File: src/rtl/iq_pkg.sv
// ----------------------------------------------------------------------------
// iq_pkg
// Shared types and defaults for the instruction prefetch queue.
//   iq_entry_t            : one queued byte tagged with its fetch address
//   DATA_W_DEFAULT        : default byte width of queue entries and the IR
//   ADDR_W_DEFAULT        : default width of the fetch-address tag
//   RESET_OPCODE_DEFAULT  : IR contents after reset (NOP opcode)
// ----------------------------------------------------------------------------
package iq_pkg;

    localparam int DATA_W_DEFAULT = 8;
    localparam int ADDR_W_DEFAULT = 16;

    localparam logic [DATA_W_DEFAULT-1:0] RESET_OPCODE_DEFAULT = 8'hEA;

    typedef struct packed {
        logic [DATA_W_DEFAULT-1:0] data;
        logic [ADDR_W_DEFAULT-1:0] pc;
    } iq_entry_t;

endpackage

File: src/rtl/instruction_queue_if.sv
// ----------------------------------------------------------------------------
// instruction_queue_if
// Groups the fetch-side and decoder-side signals of the instruction queue.
//   master : fetch unit / decoder side (drives requests, observes status)
//   slave  : the queue itself
// Fetch side  : fetch_valid, fetch_ready, data_in, fetch_pc
// Control     : flush
// Decoder side: ir_load, ir_out, ir_pc, ir_valid, opnd_pop, opnd_out,
//               opnd_valid, count
// ----------------------------------------------------------------------------
interface instruction_queue_if #(
    parameter int DATA_W = 8,
    parameter int ADDR_W = 16,
    parameter int DEPTH  = 4
);
    localparam int CNT_W = $clog2(DEPTH + 1);

    logic              fetch_valid;
    logic              fetch_ready;
    logic [DATA_W-1:0] data_in;
    logic [ADDR_W-1:0] fetch_pc;
    logic              flush;
    logic              ir_load;
    logic [DATA_W-1:0] ir_out;
    logic [ADDR_W-1:0] ir_pc;
    logic              ir_valid;
    logic              opnd_pop;
    logic [DATA_W-1:0] opnd_out;
    logic              opnd_valid;
    logic [CNT_W-1:0]  count;

    modport master (
        output fetch_valid, data_in, fetch_pc, flush, ir_load, opnd_pop,
        input  fetch_ready, ir_out, ir_pc, ir_valid, opnd_out, opnd_valid, count
    );

    modport slave (
        input  fetch_valid, data_in, fetch_pc, flush, ir_load, opnd_pop,
        output fetch_ready, ir_out, ir_pc, ir_valid, opnd_out, opnd_valid, count
    );

endinterface

File: src/rtl/iq_ring.sv
// ----------------------------------------------------------------------------
// iq_ring
// Circular storage for the prefetch queue: storage array, read/write
// pointers and an explicit occupancy counter.
//   clk_i, rst_ni : clock, asynchronous active-low reset
//   push_i        : request to write wrData_i (ignored when full or flushing)
//   pop_i         : request to drop the head entry (ignored when empty or flushing)
//   flush_i       : discard everything (highest priority)
//   wrData_i      : {data, pc} to write
//   headData_o    : {data, pc} at the read pointer
//   full_o/empty_o: occupancy status from registered count
//   count_o       : occupancy 0..DEPTH
// ----------------------------------------------------------------------------
module iq_ring #(
    parameter int ENTRY_W = 24,
    parameter int DEPTH   = 4,
    localparam int PTR_W  = $clog2(DEPTH),
    localparam int CNT_W  = $clog2(DEPTH + 1)
) (
    input  logic               clk_i,
    input  logic               rst_ni,
    input  logic               push_i,
    input  logic               pop_i,
    input  logic               flush_i,
    input  logic [ENTRY_W-1:0] wrData_i,
    output logic [ENTRY_W-1:0] headData_o,
    output logic               full_o,
    output logic               empty_o,
    output logic [CNT_W-1:0]   count_o
);

    logic [ENTRY_W-1:0] mem_q [DEPTH];
    logic [PTR_W-1:0]   wrPtr_q, wrPtr_d;
    logic [PTR_W-1:0]   rdPtr_q, rdPtr_d;
    logic [CNT_W-1:0]   count_q, count_d;
    logic               doPush;
    logic               doPop;

    // Status comes only from the registered count, so a pop in the same
    // cycle never frees a slot for a push while full.
    assign full_o     = (count_q == CNT_W'(DEPTH));
    assign empty_o    = (count_q == '0);
    assign count_o    = count_q;
    assign headData_o = mem_q[rdPtr_q];

    assign doPush = push_i && !full_o && !flush_i;
    assign doPop  = pop_i && !empty_o && !flush_i;

    // Pointers wrap naturally because DEPTH is a power of two.
    always_comb begin
        wrPtr_d = wrPtr_q;
        rdPtr_d = rdPtr_q;
        count_d = count_q;
        if (flush_i) begin
            wrPtr_d = '0;
            rdPtr_d = '0;
            count_d = '0;
        end else begin
            if (doPush) begin
                wrPtr_d = wrPtr_q + PTR_W'(1);
            end
            if (doPop) begin
                rdPtr_d = rdPtr_q + PTR_W'(1);
            end
            count_d = count_q + CNT_W'(doPush) - CNT_W'(doPop);
        end
    end

    always_ff @(posedge clk_i or negedge rst_ni) begin
        if (!rst_ni) begin
            wrPtr_q <= '0;
            rdPtr_q <= '0;
            count_q <= '0;
        end else begin
            wrPtr_q <= wrPtr_d;
            rdPtr_q <= rdPtr_d;
            count_q <= count_d;
        end
    end

    // Storage is deliberately left out of reset; stale contents are never
    // visible because count gates every read.
    always_ff @(posedge clk_i) begin
        if (doPush) begin
            mem_q[wrPtr_q] <= wrData_i;
        end
    end

endmodule

File: src/rtl/instruction_queue.sv
// ----------------------------------------------------------------------------
// instruction_queue
// Prefetch queue feeding a registered instruction register (IR) and an
// operand head port for the decoder.
//   fclk : clock (rising edge)
//   resb : asynchronous active-low reset
//   bus  : instruction_queue_if slave modport
//          fetch_valid/fetch_ready/data_in/fetch_pc : push side
//          flush                                    : discard queue, kill IR
//          ir_load -> ir_out/ir_pc/ir_valid          : opcode load into IR
//          opnd_pop -> opnd_out/opnd_valid           : operand consumption
//          count                                    : occupancy
// ----------------------------------------------------------------------------
module instruction_queue
    import iq_pkg::*;
#(
    parameter int DATA_W = DATA_W_DEFAULT,
    parameter int ADDR_W = ADDR_W_DEFAULT,
    parameter int DEPTH  = 4,
    parameter logic [DATA_W-1:0] RESET_OPCODE = DATA_W'(RESET_OPCODE_DEFAULT)
) (
    input  logic                fclk,
    input  logic                resb,
    instruction_queue_if.slave  bus
);

    localparam int ENTRY_W = DATA_W + ADDR_W;

    logic [ENTRY_W-1:0] headData;
    logic [DATA_W-1:0]  headByte;
    logic [ADDR_W-1:0]  headPc;
    logic               ringFull;
    logic               ringEmpty;
    logic               popReq;

    logic [DATA_W-1:0]  irOut_q, irOut_d;
    logic [ADDR_W-1:0]  irPc_q, irPc_d;
    logic               irValid_q, irValid_d;

    // Either decoder request consumes exactly one entry; the ring ignores it
    // when empty or when a flush is in progress.
    assign popReq = bus.ir_load || bus.opnd_pop;

    iq_ring #(
        .ENTRY_W (ENTRY_W),
        .DEPTH   (DEPTH)
    ) u_ring (
        .clk_i      (fclk),
        .rst_ni     (resb),
        .push_i     (bus.fetch_valid),
        .pop_i      (popReq),
        .flush_i    (bus.flush),
        .wrData_i   ({bus.data_in, bus.fetch_pc}),
        .headData_o (headData),
        .full_o     (ringFull),
        .empty_o    (ringEmpty),
        .count_o    (bus.count)
    );

    assign headByte = headData[ENTRY_W-1:ADDR_W];
    assign headPc   = headData[ADDR_W-1:0];

    assign bus.fetch_ready = !ringFull;
    assign bus.opnd_valid  = !ringEmpty;
    assign bus.opnd_out    = headByte;
    assign bus.ir_out      = irOut_q;
    assign bus.ir_pc       = irPc_q;
    assign bus.ir_valid    = irValid_q;

    // IR next state: flush only kills validity, an ir_load on an empty queue
    // produces a bubble that keeps the old opcode but marks it dead.
    always_comb begin
        irOut_d   = irOut_q;
        irPc_d    = irPc_q;
        irValid_d = irValid_q;
        if (bus.flush) begin
            irValid_d = 1'b0;
        end else if (bus.ir_load) begin
            if (!ringEmpty) begin
                irOut_d   = headByte;
                irPc_d    = headPc;
                irValid_d = 1'b1;
            end else begin
                irValid_d = 1'b0;
            end
        end
    end

    always_ff @(posedge fclk or negedge resb) begin
        if (!resb) begin
            irOut_q   <= RESET_OPCODE;
            irPc_q    <= '0;
            irValid_q <= 1'b0;
        end else begin
            irOut_q   <= irOut_d;
            irPc_q    <= irPc_d;
            irValid_q <= irValid_d;
        end
    end

endmodule
File: src/flat_wrapper.sv
// flat-port wrapper written by rule: the top's interface ports become plain ports
module instruction_queue_flat import iq_pkg::*;
#(
    parameter int DATA_W = DATA_W_DEFAULT,
    parameter int ADDR_W = ADDR_W_DEFAULT,
    parameter int DEPTH  = 4,
    parameter logic [DATA_W-1:0] RESET_OPCODE = DATA_W'(RESET_OPCODE_DEFAULT)
)
  (fclk, resb, bus_fetch_valid, bus_data_in, bus_fetch_pc, bus_flush, bus_ir_load, bus_opnd_pop, bus_fetch_ready, bus_ir_out, bus_ir_pc, bus_ir_valid, bus_opnd_out, bus_opnd_valid, bus_count);
  instruction_queue_if #(.DATA_W(DATA_W), .ADDR_W(ADDR_W), .DEPTH(DEPTH)) bus_i ();
  input  logic fclk;
  input  logic resb;
  input wire logic [$bits(bus_i.fetch_valid)-1:0] bus_fetch_valid;
  input wire logic [$bits(bus_i.data_in)-1:0] bus_data_in;
  input wire logic [$bits(bus_i.fetch_pc)-1:0] bus_fetch_pc;
  input wire logic [$bits(bus_i.flush)-1:0] bus_flush;
  input wire logic [$bits(bus_i.ir_load)-1:0] bus_ir_load;
  input wire logic [$bits(bus_i.opnd_pop)-1:0] bus_opnd_pop;
  output wire logic [$bits(bus_i.fetch_ready)-1:0] bus_fetch_ready;
  output wire logic [$bits(bus_i.ir_out)-1:0] bus_ir_out;
  output wire logic [$bits(bus_i.ir_pc)-1:0] bus_ir_pc;
  output wire logic [$bits(bus_i.ir_valid)-1:0] bus_ir_valid;
  output wire logic [$bits(bus_i.opnd_out)-1:0] bus_opnd_out;
  output wire logic [$bits(bus_i.opnd_valid)-1:0] bus_opnd_valid;
  output wire logic [$bits(bus_i.count)-1:0] bus_count;
  assign bus_i.fetch_valid = bus_fetch_valid;
  assign bus_i.data_in = bus_data_in;
  assign bus_i.fetch_pc = bus_fetch_pc;
  assign bus_i.flush = bus_flush;
  assign bus_i.ir_load = bus_ir_load;
  assign bus_i.opnd_pop = bus_opnd_pop;
  assign bus_fetch_ready = bus_i.fetch_ready;
  assign bus_ir_out = bus_i.ir_out;
  assign bus_ir_pc = bus_i.ir_pc;
  assign bus_ir_valid = bus_i.ir_valid;
  assign bus_opnd_out = bus_i.opnd_out;
  assign bus_opnd_valid = bus_i.opnd_valid;
  assign bus_count = bus_i.count;
  instruction_queue #(.DATA_W(DATA_W), .ADDR_W(ADDR_W), .DEPTH(DEPTH), .RESET_OPCODE(RESET_OPCODE)) u_core (.fclk(fclk), .resb(resb), .bus(bus_i));
endmodule
File: config.mk
export PLATFORM = sky130hd
export DESIGN_NAME = instruction_queue_flat
export DESIGN_NICKNAME = d
export VERILOG_FILES = /design/src/rtl/iq_pkg.sv /design/src/rtl/instruction_queue_if.sv /design/src/rtl/iq_ring.sv /design/src/rtl/instruction_queue.sv /design/src/flat_wrapper.sv
export SDC_FILE = /design/constraint.sdc
export NUM_CORES = 1
export LEC_CHECK = 0
export CORE_MARGIN = 2
export CORE_UTILIZATION = 44
export DETAILED_ROUTE_END_ITERATION = 12
export PLACE_DENSITY = 0.65
export REMOVE_ABC_BUFFERS = 1
export SLEW_MARGIN = 20
export SYNTH_ARGS = -nofsm -noshare
export SYNTH_HDL_FRONTEND = slang
export SYNTH_HIERARCHICAL = 1
export SYNTH_SLANG_ARGS = --single-unit
File: constraint.sdc
create_clock -name fclk -period 4.6 [get_ports fclk]
set_input_delay 0.92 -clock fclk [delete_from_list [all_inputs] [get_ports fclk]]
set_output_delay 0.92 -clock fclk [all_outputs]
set_load 0.03 [all_outputs]
---- Word level (Yosys, flattened, before mapping) ----
Memory sizes are Yosys's and may differ from the RTL's.
Index checks and enable logic that the tools add are counted.
Widths: inputs -> output; s select.
operators by class
  equality and inequality tests ........... 1
  add/subtract/negate cells ............... 4
  multiplexer cells ....................... 10
  reductions and logical operators ........ 13
  bitwise operators ....................... 2
operators by type and width
  cell                 number
  $mux 2               4
  $reduce_bool 2->1    3
  $mux 1               5
  $add 2x1->2 const B  2
  $logic_and 1x1->1    4
  $add 3x1->3          1
  $eq 3x3->1 const B   1
  $logic_not 1->1      3
  $logic_not 3->1      1
  $mux 3               1
  $reduce_and 3->1     1
  $sub 3x1->3          1
  $not 1->1            2
  $logic_or 1x1->1     1
storage, ports and cells
  memories kept ........................... 1
  bits in writable memories ............... 96
  word-level logic and storage cells ...... 37
  bits of input ports ..................... 30
  flip-flop bits (word level) ............. 32
  output and inout port bits .............. 38
memories
  name                 depth  width  rd ports  clocked after Yosys merged registers in  wr ports  RTL line       RTL
  u_core.u_ring.mem_q  4      24     1         0                                        1         iq_ring.sv:32  logic [ENTRY_W-1:0] mem_q [DEPTH];

---- Logic depth before layout (Yosys ltp) ----
Gate-level depths: netlist (run 1).
  depth in word-level cells ............... 7
  gate-level depth with buffers ........... 10
  mapped depth without buffers ............ 10

---- Modules after synthesis ----
Netlist (run 1), hierarchy kept.
by module, submodules not included
  module             area each (µm²)  times used  sequential area each (µm²)  cells an instance
  iq_ring            3975.1           1           3057.9                      173
  instruction_queue  975.9            1           631.9                       58

---- Worst setup path before layout (run 1) ----
Ideal clock, no wire load.
  path kind ............................... input port to flip-flop
  from .................................... in bus_flush
  to ...................................... reg u_core.u_ring.count_q[2] (netlist: u_core/u_ring/count_o[2])
  required time ........................... 4.469 ns
  arrival time ............................ 2.505 ns
  setup time .............................. 0.131 ns
  buffers on the path ..................... 1
  setup slack ............................. 1.965 ns
  stages .................................. 10
  cells stage by stage .................... clkbuf_1 nor3_1 inv_1 ha_1 inv_1 ha_1 inv_1 fa_1 xnor2_1 nor2_1
between the ends
  word-level cells in the longest chain between the ends .. 5
  elaborated cells between the ends (all ways) .. 6
  those cells by class .................... add/sub (2); mux (1); reduce/logical (3)
ends and longest elaborated chain
  what                          RTL line                      RTL
  start: declaration            flat_wrapper.sv:16            input wire logic [$bits(bus_i.flush)-1:0] bus_flush;
  $logic_not 1->1               iq_ring.sv:46, iq_ring.sv:47
  $logic_and 1x1->1             iq_ring.sv:46                 assign doPush = push_i && !full_o && !flush_i;
  $add 3x1->3                   iq_ring.sv:65                 count_d = count_q + CNT_W'(doPush) - CNT_W'(doPop);
  $sub 3x1->3                   iq_ring.sv:65
  $mux 3 (*)                    iq_ring.sv:54                 if (flush_i) begin
  via u_core.u_ring.count_d[2]  iq_ring.sv:35                 logic [CNT_W-1:0] count_q, count_d;
  end signal: assignment        iq_ring.sv:77                 count_q <= count_d;
  end: declaration              iq_ring.sv:35
The timed path passes the listed nets; every way through them passes the cells marked *.
A chain may end at the register's enable or synchronous reset.

---- Worst setup path after layout (run 1) ----
  from .................................... reg u_core.u_ring.rdPtr_q[0]
  to ...................................... out bus_opnd_out[4]
between the ends
  word-level cells in the longest chain between the ends .. 1
ends and longest elaborated chain
  what                      RTL line            RTL
  start: declaration        iq_ring.sv:34       logic [PTR_W-1:0] rdPtr_q, rdPtr_d;
  start signal: assignment  iq_ring.sv:76       rdPtr_q <= rdPtr_d;
  $mem_v2 4x24              -
  end: declaration          flat_wrapper.sv:23  output wire logic [$bits(bus_i.opnd_out)-1:0] bus_opnd_out;
No other way between the ends.

==> results of run 1 <==
[critical path: cells and delay by family (launching register included)]
kind	cells	cell delay, ps
muxes	1	700
DFF	1	910
buffers and inverters	1	630
[worst max path at each step]
stage,depth (start not counted),from,end
global route,2,u_core/u_ring/rdPtr_q[0],bus_opnd_out[4]
CTS,2,u_core/u_ring/rdPtr_q[0],bus_opnd_out[4]
global placement,10,bus_flush,u_core/u_ring/count_o[2]
floorplan,1,u_core/u_ring/rdPtr_q[0],bus_opnd_out[4]
finish,2,u_core/u_ring/rdPtr_q[0],bus_opnd_out[4]
detailed placement,10,bus_flush,u_core/u_ring/count_o[2]
[power groups by stage]
stage	Clock, mW	Sequential (mW)	Combinational, mW
floorplan	0	1.82	0.440
global placement	0	1.61	1.11
detailed placement	0	1.61	1.12
CTS	1.20	1.59	1.12
global route	1.25	1.61	1.18
finish	1.17	1.58	1.11
[area by class of cell]
class	instances	area, sq um
repair buffers	73	711
fillers	832	4610
well taps	140	175
multi-input cells	86	1140
inverters	8	30.0
flip-flops and latches	128	3690
clock buffers	20	435
clock inverters	12	93.8
[logic make-up after synthesis]
logic type | after synthesis | share of synthesized area
flops | 128 | 0.745
mux | 49 | 0.170
simple gates | 21 | 0.0270
buf+inv | 17 | 0.0248
fa+ha+maj | 7 | 0.0192
compound gates | 5 | 0.00632
xor+xnor | 4 | 0.00708
[routing by layer]
layer / vias to the layer above / track usage / wire length, um
li1: 1081 / - / -
met1: 1219 / 0.199 / 3770
met2: 48 / 0.249 / 4380
met3: 5 / 0.0406 / 354
met4: 0 / 0.0714 / 77
met5: - / 0 / 0
[state kept, by name, indices dropped and copies added, names as in the netlist]
| signal | cells |
|---|---|
| u_core/u_ring/mem_q | 96 |
| u_core/bus.ir_pc | 16 |
| u_core/bus.ir_out | 8 |
| u_core/u_ring/count_o | 3 |
| u_core/u_ring/rdPtr_q | 2 |
| u_core/u_ring/wrPtr_q | 2 |
| u_core/bus.ir_valid | 1 |
[synth_stat cells (2+ instances only)]
| library cell | n | area share |
|---|---|---|
| dfrtp_1 | 27 | 0.14 |
| buf_6 | 3 | 0.0068 |
| mux2_2 | 23 | 0.052 |
| mux4_1 | 6 | 0.032 |
| xor2_1 | 3 | 0.0053 |
| mux4_2 | 18 | 0.082 |
| and2_1 | 4 | 0.0051 |
| edfxtp_1 | 96 | 0.58 |
| nand2b_1 | 3 | 0.0038 |
| inv_1 | 8 | 0.0061 |
| buf_12 | 2 | 0.0081 |
| nor2_1 | 6 | 0.0045 |
| buf_2 | 3 | 0.0030 |
| dfstp_2 | 5 | 0.027 |
| nor3_1 | 2 | 0.0020 |
| a21oi_1 | 2 | 0.0020 |
| ha_1 | 6 | 0.015 |
[metrics by stage]
step	cell area [sq um]	setup WS, ps	utilization	hold WS (ps)
2_1_floorplan	4860	1750	-	554
3_3_place_gp	5750	1320	0.528	489
3_5_place_dp	5750	1250	0.528	496
4_1_cts	6270	826	0.576	508
5_1_grt	6270	750	0.576	515
6_report	6270	910	0.576	503
==> flow_summary.rst, run 1 <==
.. list-table::
   :header-rows: 1

   * - Metric
     - Value
   * - Worst clock skew
     - 9.62 ps
   * - Mapped Cells
     - 231
   * - Ratio of total power to cell area
     - 615 mW/mm^2
   * - Critical path arrival
     - 2770 ps
   * - Unique cell type count in the Yosys netlist
     - 31
   * - Count of flip-flops with a built-in enable after synthesis
     - 96
   * - CTS tree
     - built
   * - Slowest cell on the critical path
     - dfrtp_2
   * - Most common library cell in the layout ignoring fill and taps
     - edfxtp_1
   * - Number of stages on the worst hold path
     - 1
   * - Sum of negative setup slack
     - 0 ps
   * - Post-detailed-routing wire length
     - 8580 um
   * - Maximum Capacitance Violations
     - 0
   * - Critical Path End Type
     - output port
   * - Netlist area before placement
     - 0.00495 sq mm
   * - Achievable Freq
     - 0.271 GHz
   * - Commonest cells after routing, fill and taps aside
     - edfxtp_1 (96), clkdlybuf4s50_1 (66), dfrtp_1 (26)
   * - Per-instance average area after synthesis
     - 21.4 sq um
   * - Actual transition at the worst max-transition pin
     - 853 ps
   * - Count of TritonRoute iterations in the first routing pass
     - 5
   * - Worst path cell trace
     - mux4_1 -> clkdlybuf4s50_1
   * - Leakage power total
     - 2.20 nW
   * - I/O Buffers
     - 67
   * - Initial cell density of the core
     - 0.455
   * - Largest buffer count on any clock path
     - 2
   * - FF-to-FF End
     - u_core/u_ring/count_o[2]
   * - Placer's final routability congestion estimate
     - 0.746
   * - Headroom to the max-slew limit
     - 0.432
   * - Share of power burned in combinational logic
     - 0.287
   * - Detail-routed via count per cell
     - 5.04
   * - Total internal power
     - 2.71 mW
   * - Hold buffer count at CTS
     - 0
   * - Ratio of cells with drive above 1 in the final layout
     - 0.257
   * - Source-to-sink clock delay at the later pin of the worst-skew pair
     - 500 ps
   * - H-tree Lvls
     - 4
   * - Sequential element share of the synthesized area
     - 0.745
   * - Clk Tree Root Cell
     - clkbuf_8
   * - Power share of the sequential group
     - 0.409
   * - Number of vias after detailed routing
     - 2,353
   * - Cell count after placement
     - 435
   * - Area enclosed by the die boundary
     - 0.0121 sq mm
   * - Worst min-delay path endpoint
     - u_core/bus.ir_pc[5]
   * - Setup CP Type
     - reg -> out
   * - Number of sinks on the clock net
     - 128
   * - Area added between synthesis and finish
     - 26.7%
   * - Post-CTS Resized
     - 0
   * - Number of primary I/O pins
     - 68
   * - Die extent in y
     - 110 um
   * - Primary flip-flop cell chosen by synthesis mapping
     - edfxtp_1
   * - Post-detailed-route DRC marker count
     - 0
   * - Run status
     - complete, no violations
   * - Seq cells post-synth
     - 128
   * - Post-synthesis async set-or-reset flop share
     - 0.250
   * - Switching portion of total power
     - 0.299
   * - Starting DRT DRC Count
     - 150
   * - Clk network pwr share
     - 0.304
   * - Psw
     - 1.15 mW
   * - Clock transition at the registers of the reported paths
     - 60 ps
   * - Final ANT Viol Nets
     - 0
   * - Number of cell instances on the worst register-to-register path
     - 10
   * - Setup Buffers After CTS
     - 0
   * - Number of buffers created by CTS
     - 17
   * - Critical Path Max Stage Delay
     - 910 ps
   * - Vias in the first global route
     - 2,425
   * - Number of antenna violations at the first check in global routing
     - 0
   * - VDD IR-drop max
     - 0.308 mV
   * - Std-Cell Core Area
     - 0.0109 sq mm
   * - Critical register-to-register path startpoint
     - u_core/u_ring/count_o[2]
   * - Final HPWL DP
     - 5090 um
   * - Global-route wire length before repair
     - 13,100 um
   * - Average wire length per cell after detail routing
     - 18.4 um
   * - RSZ-0062 raised after global routing
     - no
   * - Fin cells
     - 467
   * - Flop2flop setup slack
     - 2270 ps
   * - Total count of max-transition violations in the final report
     - 0
   * - Max FO, Critical Path
     - 26
   * - Count of standard-cell rows
     - 38
   * - Hold crit path type
     - reg -> reg
   * - Worst Hold Launch
     - u_core/bus.ir_pc[5]
   * - Largest net degree at the start of global routing
     - 33
   * - DIE WIDTH
     - 110 um
   * - Minimum clock period after layout
     - 3690 ps
   * - Overflow after GRT
     - 0
   * - Number of nets in the finished design
     - 351
   * - Total inserted antenna cells
     - 0
   * - Warnings, synthesis
     - 6
   * - Global-route usage over all layers
     - 0.155
   * - Period utilization
     - 0.802
   * - Final hold violation count
     - 0
   * - Total power draw
     - 3.86 mW
   * - Setup violations, final
     - 0
   * - Kind of start point of the critical path
     - register
   * - Critical path data required time
     - 3680 ps
(Power assumes the default switching activity.)
==> inputs of run 2 (changes only) <==
==> constraint.sdc (replaced) <==
create_clock -name fclk -period 3.8 [get_ports fclk]
set_input_delay 0.76 -clock fclk [delete_from_list [all_inputs] [get_ports fclk]]
set_output_delay 0.76 -clock fclk [all_outputs]
set_load 0.03 [all_outputs]
==> flow_summary.rst, run 2 (synthesized netlist as in run 1, its figures left out) <==
.. list-table::
   :header-rows: 1

   * - Metric
     - Value
   * - Final ANT Viol Nets
     - 0
   * - Actual transition at the worst max-transition pin
     - 814 ps
   * - Post-detailed-route DRC marker count
     - 0
   * - Setup Buffers After CTS
     - 0
   * - Global-route usage over all layers
     - 0.162
   * - Placer's final routability congestion estimate
     - 0.775
   * - Minimum clock period after layout
     - 3340 ps
   * - Global-route wire length before repair
     - 13,700 um
   * - Largest net degree at the start of global routing
     - 33
   * - Overflow after GRT
     - 0
   * - Max reg flops
     - 96
   * - Setup violations, final
     - 0
   * - CTS tree
     - built
   * - Number of nets in the finished design
     - 354
   * - Kind of start point of the critical path
     - register
   * - Final non-filler cell area
     - 0.00646 sq mm
   * - Slowest cell on the critical path
     - dfrtp_2
   * - Source-to-sink clock delay at the later pin of the worst-skew pair
     - 510 ps
   * - Hold buffer count at CTS
     - 0
   * - Commonest cells after routing, fill and taps aside
     - edfxtp_1 (96), clkdlybuf4s50_1 (66), dfrtp_1 (26)
   * - Area enclosed by the die boundary
     - 0.0121 sq mm
   * - Run status
     - complete, no violations
   * - Final HPWL DP
     - 5280 um
   * - Vias in the first global route
     - 2,602
   * - Top Family by Delay on Critical Path
     - flip-flops
   * - Critical path arrival
     - 2580 ps
   * - Maximum Capacitance Violations
     - 0
   * - Critical path data required time
     - 3040 ps
   * - Detail-routed via count per cell
     - 5.10
   * - Critical Path Max Stage Delay
     - 770 ps
   * - Standard cell area after detailed placement
     - 0.00581 sq mm
   * - Largest buffer count on any clock path
     - 2
   * - Count of TritonRoute iterations in the first routing pass
     - 4
   * - DIE WIDTH
     - 110 um
   * - Headroom to the max-slew limit
     - 0.457
   * - Total count of max-transition violations in the final report
     - 0
   * - Number of antenna violations at the first check in global routing
     - 0
   * - Number of sinks on the clock net
     - 128
   * - Setup CP Type
     - reg -> out
   * - Setup slack after placement
     - 774 ps
   * - Number of primary I/O pins
     - 68
   * - Clk Tree Root Cell
     - clkbuf_8
   * - Count of standard-cell rows
     - 38
   * - Most common library cell in the layout ignoring fill and taps
     - edfxtp_1
   * - Post-CTS Resized
     - 0
   * - Average wire length per cell after detail routing
     - 18.4 um
   * - Achievable Freq
     - 0.299 GHz
   * - Post-detailed-routing wire length
     - 8670 um
   * - Number of buffers created by CTS
     - 17
   * - Std-Cell Core Area
     - 0.0109 sq mm
   * - Number of vias after detailed routing
     - 2,397
   * - Ratio of total power to cell area
     - 782 mW/mm^2
   * - RSZ-0062 raised after global routing
     - no
   * - I/O Buffers
     - 67
   * - Starting DRT DRC Count
     - 71
   * - Initial cell density of the core
     - 0.455
   * - Worst clock skew
     - 9.89 ps
   * - Critical Path End Type
     - output port
   * - Hold crit path type
     - in -> async
   * - Count of buffer and inverter cells on the critical path
     - 1
   * - Final hold slack
     - 349 ps
   * - Register name with the most flops
     - u_core/u_ring/mem_q
   * - Final hold violation count
     - 0
   * - Total inserted antenna cells
     - 0
   * - Period utilization
     - 0.880
   * - H-tree Lvls
     - 4
   * - Clock transition at the registers of the reported paths
     - 60 ps
   * - Sum of negative setup slack
     - 0 ps
   * - Max FO, Critical Path
     - 19
   * - Post-route setup slack
     - 456 ps
   * - Die extent in y
     - 110 um
   * - Worst path cell trace
     - mux4_1 -> clkdlybuf4s50_1
   * - VDD IR-drop max
     - 0.394 mV
   * - Leakage power total
     - 2.29 nW
   * - Area added between synthesis and finish
     - 30.5%
   * - Ratio of cells with drive above 1 in the final layout
     - 0.270
## run 2: cell types whose count changed in the layout (fill, tap and decap cells not counted)
cell,before,now
bufinv_16,1,6
buf_12,0,3
clkinv_2,4,1
inv_6,0,3
clkbuf_1,2,1
clkbuf_8,2,1
clkinv_1,3,2
clkinv_4,2,1
clkinvlp_4,2,1
## run 2: through the flow
step,std cells,power (mW),util
after floorplan,222,2.74,-
after global placement,438,3.30,0.533
after detailed placement,438,3.33,0.533
after CTS,470,5.11,0.593
after global routing,470,5.27,0.593
final,470,5.05,0.593
## run 2: per-layer routing
metal  routed length, um  up-vias  GRT usage
li1                    -     1088          -
met1                3710     1244      0.197
met2                4440       53      0.266
met3                 351       12     0.0441
met4                 170        0     0.0850
met5                   0        -          0
## run 2: worst register-to-register path, delay by kind of cell, from the launching register on
| family | cells | cell delay [ps] |
|---|---|---|
| simple gates | 3 | 600 |
| buf+inv | 3 | 180 |
| xor+xnor | 1 | 160 |
| fa+ha+maj | 3 | 780 |
| flops | 1 | 440 |
## run 2: area by class of cell
cell class / count / area (sq um)
clock buffers: 18 / 418
clock inverters: 14 / 235
inverters: 8 / 30.0
multi-input cells: 86 / 1140
fillers: 797 / 4430
repair buffers: 76 / 771
flip-flops and latches: 128 / 3690
well taps: 140 / 175
## run 2: path summary, 6_finish.rpt
kind / startpoint / to / slack (ps) / depth (start not counted)
worst max-delay path: u_core/u_ring/rdPtr_q[0] / bus_opnd_out[5] / 460 / 2
worst min-delay path: resb / u_core/bus.ir_pc[7] / 350 / 1
worst max register to register: u_core/u_ring/count_o[2] / u_core/u_ring/count_o[2] / 1530 / 10
worst min register to register: u_core/bus.ir_out[4] / u_core/bus.ir_out[4] / 500 / 1
max in group asynchronous: resb / u_core/u_ring/rdPtr_q[0] / 2890 / 1
min in group fclk: u_core/bus.ir_out[4] / u_core/bus.ir_out[4] / 500 / 1
## run 2: report_power, final
part,leakage [nW],total [mW],internal [mW],switching [mW]
combinational,0.718,1.37,0.677,0.695
sequential,1.25,1.91,1.74,0.165
clock,0.315,1.77,1.20,0.571
